$ cat config.mk
export PLATFORM = sky130hd
export DESIGN_NAME = mem_stage
export DESIGN_NICKNAME = d
export VERILOG_FILES = /design/src/rtl/mem_stage.sv
export SDC_FILE = /design/constraint.sdc
export NUM_CORES = 1
export LEC_CHECK = 0
export CAP_MARGIN = 30
export CELL_PAD_IN_SITES_DETAIL_PLACEMENT = 1
export CELL_PAD_IN_SITES_GLOBAL_PLACEMENT = 2
export CORE_AREA = 2 2 174 159
export CTS_BUF_LIST = sky130_fd_sc_hd__clkbuf_4 sky130_fd_sc_hd__clkbuf_8 sky130_fd_sc_hd__clkbuf_16
export DETAILED_ROUTE_END_ITERATION = 16
export DIE_AREA = 0 0 176 161
export GPL_ROUTABILITY_DRIVEN = 0
export HOLD_SLACK_MARGIN = 0.15
export PLACE_DENSITY_LB_ADDON = 0.1
export SETUP_SLACK_MARGIN = 0.2
export SYNTH_ARGS = -nofsm -noshare
export SYNTH_HDL_FRONTEND = slang
export SYNTH_SLANG_ARGS = --single-unit
export TNS_END_PERCENT = 1
$ cat constraint.sdc
create_clock -name clk -period 2.79 [get_ports clk]
set_input_delay 0.4185 -clock clk [delete_from_list [all_inputs] [get_ports clk]]
set_output_delay 0.4185 -clock clk [all_outputs]
set_load 0.02 [all_outputs]
$ cat src/rtl/mem_stage.sv
`default_nettype none
// ============================================================================
// Module      : mem_stage
// Description : Memory / writeback-feed stage downstream of the ALU. Non-memory
//               results pass straight to writeback; loads and stores run a
//               request/ack/response bus transaction while stalling the ALU,
//               and alignment, illegal-op and bus-timeout traps are flagged.
// Revision    : 1.0 - initial release
// ============================================================================
module mem_stage #(
  parameter int unsigned RESP_TIMEOUT = 256,
  parameter logic [7:0]  TRAP_ALIGN   = 8'h07,
  parameter logic [7:0]  TRAP_ILLEGAL = 8'h02,
  parameter logic [7:0]  TRAP_ACCESS  = 8'h29
) (
  input  logic        clk,
  input  logic        rst_n,
  input  logic        exe_mem,
  input  logic [1:0]  opcode,
  input  logic [5:0]  op3,
  input  logic [4:0]  rd,
  input  logic [63:0] addr,
  input  logic [31:0] store_data,
  output logic        mem_blocked,
  output logic        req,
  output logic [31:0] req_addr,
  output logic        req_we,
  output logic [1:0]  req_size,
  output logic [31:0] req_wdata,
  input  logic        req_ack,
  input  logic        resp_valid,
  input  logic [31:0] resp_data,
  output logic        wb_valid,
  output logic [4:0]  wb_rd,
  output logic [31:0] wb_data,
  output logic        mem_trap,
  output logic [7:0]  trap_type
);

  localparam int unsigned CNT_W = $clog2(RESP_TIMEOUT + 1);
  localparam logic [CNT_W-1:0] c_CNT_LAST = CNT_W'(RESP_TIMEOUT - 1);

  typedef enum logic [1:0] {
    S_IDLE = 2'd0,
    S_REQ  = 2'd1,
    S_WAIT = 2'd2,
    S_WB   = 2'd3
  } state_t;

  state_t           state_q, state_d;
  logic [CNT_W-1:0] cnt_q, cnt_d;
  logic [31:0]      req_addr_q, req_addr_d;
  logic             req_we_q, req_we_d;
  logic [1:0]       req_size_q, req_size_d;
  logic [31:0]      req_wdata_q, req_wdata_d;
  logic             ld_q, ld_d;
  logic             sgn_q, sgn_d;
  logic [4:0]       rd_q, rd_d;
  logic             wb_valid_q, wb_valid_d;
  logic [4:0]       wb_rd_q, wb_rd_d;
  logic [31:0]      wb_data_q, wb_data_d;
  logic             mem_trap_q, mem_trap_d;
  logic [7:0]       trap_type_q, trap_type_d;

  logic             accept;
  logic             dec_legal;
  logic             dec_load;
  logic             dec_sgn;
  logic [1:0]       dec_size;
  logic             dec_misalign;
  logic [31:0]      wdata_rep;
  logic [7:0]       ld_byte;
  logic [15:0]      ld_half;
  logic [31:0]      ld_val;
  logic             unused_addr_hi;

  // Only the low word of the ALU result is meaningful here.
  assign unused_addr_hi = ^addr[63:32];

  assign accept      = exe_mem && ((state_q == S_IDLE) || (state_q == S_WB));
  assign mem_blocked = (state_q == S_REQ) || (state_q == S_WAIT);
  assign req         = (state_q == S_REQ);
  assign req_addr    = req_addr_q;
  assign req_we      = req_we_q;
  assign req_size    = req_size_q;
  assign req_wdata   = req_wdata_q;
  assign wb_valid    = wb_valid_q;
  assign wb_rd       = wb_rd_q;
  assign wb_data     = wb_data_q;
  assign mem_trap    = mem_trap_q;
  assign trap_type   = trap_type_q;

  // Decode op3 of a memory instruction into direction, width and sign, and check alignment.
  always_comb begin
    dec_legal = 1'b1;
    dec_load  = 1'b0;
    dec_sgn   = 1'b0;
    dec_size  = 2'd2;
    case (op3)
      6'h00: begin dec_load = 1'b1; dec_size = 2'd2; end
      6'h01: begin dec_load = 1'b1; dec_size = 2'd0; end
      6'h02: begin dec_load = 1'b1; dec_size = 2'd1; end
      6'h04: begin dec_load = 1'b0; dec_size = 2'd2; end
      6'h05: begin dec_load = 1'b0; dec_size = 2'd0; end
      6'h06: begin dec_load = 1'b0; dec_size = 2'd1; end
      6'h09: begin dec_load = 1'b1; dec_sgn = 1'b1; dec_size = 2'd0; end
      6'h0A: begin dec_load = 1'b1; dec_sgn = 1'b1; dec_size = 2'd1; end
      default: dec_legal = 1'b0;
    endcase
    dec_misalign = ((dec_size == 2'd1) && addr[0]) ||
                   ((dec_size == 2'd2) && (addr[1:0] != 2'b00));
  end

  // Replicate store data across all byte lanes so the bus can pick any lane.
  always_comb begin
    case (dec_size)
      2'd0:    wdata_rep = {4{store_data[7:0]}};
      2'd1:    wdata_rep = {2{store_data[15:0]}};
      default: wdata_rep = store_data;
    endcase
  end

  // Extract and extend the addressed big-endian lane of the response word.
  always_comb begin
    case (req_addr_q[1:0])
      2'd0:    ld_byte = resp_data[31:24];
      2'd1:    ld_byte = resp_data[23:16];
      2'd2:    ld_byte = resp_data[15:8];
      default: ld_byte = resp_data[7:0];
    endcase
    ld_half = req_addr_q[1] ? resp_data[15:0] : resp_data[31:16];
    case (req_size_q)
      2'd0:    ld_val = sgn_q ? {{24{ld_byte[7]}}, ld_byte} : {24'd0, ld_byte};
      2'd1:    ld_val = sgn_q ? {{16{ld_half[15]}}, ld_half} : {16'd0, ld_half};
      default: ld_val = resp_data;
    endcase
  end

  // Next-state and next-output logic; a new accept overrides the WB exit.
  always_comb begin
    state_d     = state_q;
    cnt_d       = cnt_q;
    req_addr_d  = req_addr_q;
    req_we_d    = req_we_q;
    req_size_d  = req_size_q;
    req_wdata_d = req_wdata_q;
    ld_d        = ld_q;
    sgn_d       = sgn_q;
    rd_d        = rd_q;
    wb_valid_d  = 1'b0;
    wb_rd_d     = wb_rd_q;
    wb_data_d   = wb_data_q;
    mem_trap_d  = 1'b0;
    trap_type_d = trap_type_q;

    case (state_q)
      S_REQ: begin
        if (req_ack) begin
          state_d = S_WAIT;
          cnt_d   = '0;
        end
      end
      S_WAIT: begin
        if (resp_valid) begin
          state_d = S_WB;
          cnt_d   = '0;
          if (ld_q && (rd_q != 5'd0)) begin
            wb_valid_d = 1'b1;
            wb_rd_d    = rd_q;
            wb_data_d  = ld_val;
          end
        end else if (cnt_q == c_CNT_LAST) begin
          state_d     = S_IDLE;
          cnt_d       = '0;
          mem_trap_d  = 1'b1;
          trap_type_d = TRAP_ACCESS;
        end else begin
          cnt_d = cnt_q + 1'b1;
        end
      end
      S_WB: begin
        state_d = S_IDLE;
      end
      default: ;
    endcase

    if (accept) begin
      state_d = S_IDLE;
      if (opcode != 2'd3) begin
        wb_valid_d = (rd != 5'd0);
        wb_rd_d    = rd;
        wb_data_d  = addr[31:0];
      end else if (!dec_legal) begin
        mem_trap_d  = 1'b1;
        trap_type_d = TRAP_ILLEGAL;
      end else if (dec_misalign) begin
        mem_trap_d  = 1'b1;
        trap_type_d = TRAP_ALIGN;
      end else begin
        state_d     = S_REQ;
        req_addr_d  = addr[31:0];
        req_we_d    = !dec_load;
        req_size_d  = dec_size;
        req_wdata_d = dec_load ? 32'd0 : wdata_rep;
        ld_d        = dec_load;
        sgn_d       = dec_sgn;
        rd_d        = rd;
      end
    end
  end

  // State, request fields and pulse outputs; reset clears everything.
  always_ff @(posedge clk or negedge rst_n) begin
    if (!rst_n) begin
      state_q     <= S_IDLE;
      cnt_q       <= '0;
      req_addr_q  <= 32'd0;
      req_we_q    <= 1'b0;
      req_size_q  <= 2'd0;
      req_wdata_q <= 32'd0;
      ld_q        <= 1'b0;
      sgn_q       <= 1'b0;
      rd_q        <= 5'd0;
      wb_valid_q  <= 1'b0;
      wb_rd_q     <= 5'd0;
      wb_data_q   <= 32'd0;
      mem_trap_q  <= 1'b0;
      trap_type_q <= 8'd0;
    end else begin
      state_q     <= state_d;
      cnt_q       <= cnt_d;
      req_addr_q  <= req_addr_d;
      req_we_q    <= req_we_d;
      req_size_q  <= req_size_d;
      req_wdata_q <= req_wdata_d;
      ld_q        <= ld_d;
      sgn_q       <= sgn_d;
      rd_q        <= rd_d;
      wb_valid_q  <= wb_valid_d;
      wb_rd_q     <= wb_rd_d;
      wb_data_q   <= wb_data_d;
      mem_trap_q  <= mem_trap_d;
      trap_type_q <= trap_type_d;
    end
  end

endmodule
`default_nettype wire

== After elaboration in Yosys (flattened, before gate mapping) ==
Index checks and enable logic that the tools add are counted.

* Register bits: 132
* Logic and storage cells: 115

* Add/sub/neg operators: 1
* Eq/ne operators: 20
* Muxes and demuxes: 52
* Bitwise gates (word level): 2
* Reduce and logical (&&, ||, !) cells: 26

{| class="wikitable"
|+ Operators by type and width
! operator !! number
|-
| $mux 32 || 8
|-
| $pmux 32 s2 || 2
|-
| $mux 8 || 7
|-
| $mux 9 || 3
|-
| $mux 5 || 5
|-
| $pmux 8 s3 || 1
|-
| $eq 6x3->1 const B || 3
|-
| $mux 1 || 18
|-
| $pmux 9 s2 || 1
|-
| $mux 16 || 1
|-
| $eq 6x4->1 const B || 2
|-
| $reduce_bool 5->1 || 2
|-
| $add 9x1->9 const B || 1
|-
| $eq 9x8->1 const B || 1
|-
| $eq 2x1->1 const B || 4
|-
| $eq 2x2->1 const B || 4
|-
| $logic_not 2->1 || 4
|-
| $mux 2 || 4
|-
| $reduce_or 8->1 || 1
|-
| $eq 6x1->1 const B || 1
|-
| $eq 6x2->1 const B || 1
|-
| $logic_not 6->1 || 1
|-
| $pmux 2 s3 || 1
|-
| $reduce_or 3->1 || 2
|-
| other kinds (16) || 23
|}

== Logic depth before layout (Yosys ltp) ==
* Depth after elaboration: 10
* Gate-level depth with buffers: 9
* Mapped depth without buffers: 6

== Least setup slack after synthesis ==
OpenSTA, ideal clock, no wires.

* Path type: reg-to-reg
* From: reg state_q[0]
* To: reg rd_q[0]
* Library setup time: 0.125 ns
* Arrival: 1.904 ns
* Data required time: 2.665 ns
* Setup slack: 0.761 ns
* Cell stages (with the launch flop): 9
* Path buffers: 2
* Clock period less this slack: 2.029 ns
* Cell sequence: dfrtp_1 > inv_1 > ha_1 > nand2_1 > nor2_1 > o211ai_1 > buf_4 > buf_6 > mux2_4

* Word-level cells in the longest chain between the ends: 4

{| class="wikitable"
|+ Ends and longest elaborated chain
! element !! line !! RTL
|-
| start, declared || 50 || <nowiki>state_t state_q, state_d;</nowiki>
|-
| start signal, assigned || 230 || <nowiki>state_q <= state_d;</nowiki>
|-
| $eq 2x2->1 or $logic_not 2->1 (tied branches) || 80 || <nowiki>assign accept = exe_mem && ((state_q == S_IDLE) || (state_q == S_WB));</nowiki>
|-
| $logic_or 1x1->1 (*) || 80 ||
|-
| $logic_and 1x1->1 (*) || 80 ||
|-
| $reduce_and 4->1 (no source line) (*) || -- ||
|-
| end signal, assigned || 238 || <nowiki>rd_q <= rd_d;</nowiki>
|-
| end, declared || 58 || <nowiki>logic [4:0] rd_q, rd_d;</nowiki>
|}

Mark *: on every way between the ends. The rest lies on a longest branch, timed or not.
A chain may end at the register's enable or synchronous reset.

== Final worst setup path ==
* From: reg req_size_q[0] (netlist: req_size[0])
* To: out req_size[0]

{| class="wikitable"
|+ RTL lines
! element !! line !! RTL
|-
| start, declared || 54 || <nowiki>logic [1:0] req_size_q, req_size_d;</nowiki>
|-
| start signal, assigned || 234 || <nowiki>req_size_q <= req_size_d;</nowiki>
|-
| end, declared || 28 || <nowiki>output logic [1:0] req_size,</nowiki>
|}

No word-level cell between the ends.

==> impl_metrics.py <==
metrics = {
    "run_status": {
        "status": "complete, no violations",
    },
    "synthesis": {
        "synth_xor_area_share_pct": 0.124,
        "synth_seq_cells": 132,
        "syn-num-nets": 832,
        "synth-simple-area-share_pct": 14.6,
        "synth_top_family_by_area": "compound AO/OA/AOI/OAI gates",
        "synth.distinct_cells": 55,
        "synth.yosys.seq_area_share_pct": 46.9,
        "synthMuxAreaShare_pct": 15.4,
        "synth-compound-area-share_pct": 17.3,
        "postSynthCellCount": 682,
        "synth_ff_type": "dfrtp_1",
        "netlist_area_um2": 7040,
        "yosysTopAreaCell": "dfrtp_1",
        "synth-edff-count": 0,
        "synthArstFlopShare_pct": 100,
        "ys_warn_count": 0,
        "synthAdderAreaFrac_pct": 0.711,
        "yosys-top-cells-area": "dfrtp_1 (47%), mux2i_1 (5.8%), mux2_4 (4.9%)",
        "synth.avg_cell_area_um2": 10.3,
        "synth_top_area_share_pct": 46.9,
    },
    "worst_hold_path": {
        "hold_path.class": "primary input to asynchronous set/reset pin",
    },
    "sta": {
        "finalClockSkew_ns": 0.0131,
        "rsz0062_at_grt": "false",
        "worst_pin_slew_ns": 0.665,
        "post-route-min-period_ns": 2.39,
        "fmax_mhz": 418,
        "finalSetupViolCount": 0,
        "fin_setup_tns_ns": 0,
        "period_share_pct": 85.7,
        "slew_headroom_pct": 55.2,
        "drv_slew": 0,
        "finalHoldViolCount": 0,
    },
    "global_routing": {
        "grt_pass1_vias": 6820,
        "grt_start_max_net_pins": 55,
        "grt_overflow_total": 0,
        "grt_pass1_wl_mm": 40.2,
        "grt_use_total_pct": 18.3,
        "antenna_found_initial": 1,
    },
    "routing": {
        "wl_met1_mm": 11.9,
        "ant_nets": 0,
        "wl_per_cell_um": 19.8,
        "drt_iter0_drc": 249,
        "wl_mm": 25.4,
        "vias": 6248,
        "dr.pass1.iters": 6,
        "drcViolationCount": 0,
        "wl_met2_mm": 11.9,
        "highest_layer": "met4",
        "wl_met3_mm": 1.29,
        "vias_per_cell": 4.87,
    },
    "floorplanning": {
        "die-area_um2": 28300,
        "die_h_um": 161,
        "die_x_um": 176,
        "start_util_pct": 26.5,
        "row_count": 57,
        "io_pins": 262,
        "core_area_um2": 26600,
    },
    "clocking": {
        "clkTransAtPathRegs_ns": 0.06,
        "cts_buffers": 17,
        "cts.htree.levels": 4,
        "clk-insertion-delay-late_ns": 0.42,
        "clock-sinks": 132,
        "cts_max_path_buffers": 2,
        "cts_setup_buffers": 0,
        "cts_tree": "yes",
        "cts_root_buffer": "clkbuf_16",
    },
    "cells_and_area": {
        "areaGrowthSynthToFinish_pct": 49.5,
        "fillers": 2967,
        "final_area_um2": 10500,
        "fin_nets": 1065,
        "layout-drive-gt1-share_pct": 14.7,
        "layout_commonest_cell": "clkdlybuf4s50_1",
        "final_cell_mix": "clkdlybuf4s50_1 (228), dfrtp_1 (132), nand2_1 (52)",
    },
    "critical_path": {
        "critPathCaptureType": "primary output",
        "start_kind": "flop",
        "path_cells": "clkdlybuf4s50_1",
        "cpLargestDelayFamily": "buffers and inverters",
        "path_class": "flop to primary output",
        "cp_max_fo": 20,
        "cp_num_buf_inv": 1,
        "reg2reg_slack_ns": 0.44,
        "cpPeakStageDelay_ns": 0.80,
        "critical_path_required_ns": 2.37,
        "arrival_ns": 1.97,
        "slowest_stage": "clkdlybuf4s50_1",
    },
    "power_and_ir_drop": {
        "power.density_nw_per_um2": 852,
        "ir_worst_vdd_mv": 0.368,
        "p_leak_nw": 4.81,
    },
    "placement": {
        "hpwl_mm": 19.0,
        "port_buffers": 229,
        "placed_cell_area_um2": 9840,
    },
    "run": {
        "maxCapViolCount": 0,
    },
}
routing by layer:
layer	vias up	GRT usage [%]
li1	2932	-
met1	3128	24.8
met2	167	29.8
met3	21	4.24
met4	0	4.28
met5	-	0
layout make-up:
type                            instances  area [um2]  share of cell area [%]
Antenna cell                            1        2.50                  0.0238
Clock buffer                           19         440                    4.18
Clock inverter                         12         228                    2.16
Inverter                               31         116                    1.11
Multi-Input combinational cell        473        3410                    32.4
Sequential cell                       132        3300                    31.4
Tap cell                              354         443                    4.21
Timing Repair Buffer                  260        2580                    24.5
final timing paths:
| path | startpoint | end | cells after the start |
|---|---|---|---|
| max | req_size[0] | req_size[0] | 1 |
| min | rst_n | req_addr[17] | 2 |
| max reg2reg | state_q[0] | req_addr[15] | 7 |
| min reg2reg | req_addr[14] | req_addr[14] | 1 |
| max in group asynchronous | rst_n | wb_data[9] | 3 |
| min in group clk | req_addr[14] | req_addr[14] | 1 |
Yosys cell counts (2+ instances only):
cell type  count
nor2_1        51
a22oi_1        8
a21boi_0      24
a21o_1         2
mux2_2        27
o22ai_1        5
and4b_1        2
a211o_1        3
a31oi_1       11
buf_4          4
dfrtp_1      132
nand4_1        2
or4_1          2
nand2b_1       7
o21ai_0       32
nand3b_1       2
nand2_1       52
ha_1           4
a22o_1         8
or3b_2         5
a21oi_1       28
nor3_1        25
inv_1         31
a211oi_1      15
or3_1          2
clkbuf_1      30
a211oi_2      11
o31a_1         8
nor2b_1        4
and2_1         4
mux2_4        23
buf_6          5
and3_1        32
nand3_1        7
o31ai_1        3
nor4_1         2
o21a_1         4
o41ai_1        2
mux2i_1       41
buf_2          7
cells by family after synthesis:
group / Yosys count
compound gates: 172
buf+inv: 77
simple gates: 204
xor+xnor: 1
fa+ha+maj: 4
flops: 132
mux: 92
per-stage QoR:
step	power, W	std cells	utilization [%]	hold slack [ns]	setup slack (ns)
after floorplan	0.00463	682	-	0.123	0.761
after global placement	0.00632	1249	37.0	0.394	0.128
after detailed placement	0.00643	1249	37.0	0.399	0.0584
after CTS	0.00912	1281	39.6	0.511	0.354
after global routing	0.00949	1282	39.6	0.517	0.273
final	0.00897	1282	39.6	0.504	0.400
flip-flops by register name (all words and copies together), names as in the netlist:
name and flops:
wb_data 32, wb_rd 5, rd_q 5, req_size 2, state_q 2, req_wdata 32, cnt_q 9, trap_type 8
wb_valid 1, req_addr 32, req_we 1, ld_q 1, sgn_q 1, mem_trap 1
power by group:
| part | switching [W] | internal [W] |
|---|---|---|
| Combinational | 0.00190 | 0.00171 |
| Sequential | 0.000347 | 0.00240 |
| Clock | 0.000915 | 0.00170 |
| Total | 0.00316 | 0.00581 |
timing repair:
action,CTS,global route
hold endpoints to repair,47,0
hold buffers,1,0
gates resized for setup,0,0
(Power assumes the default switching activity.)
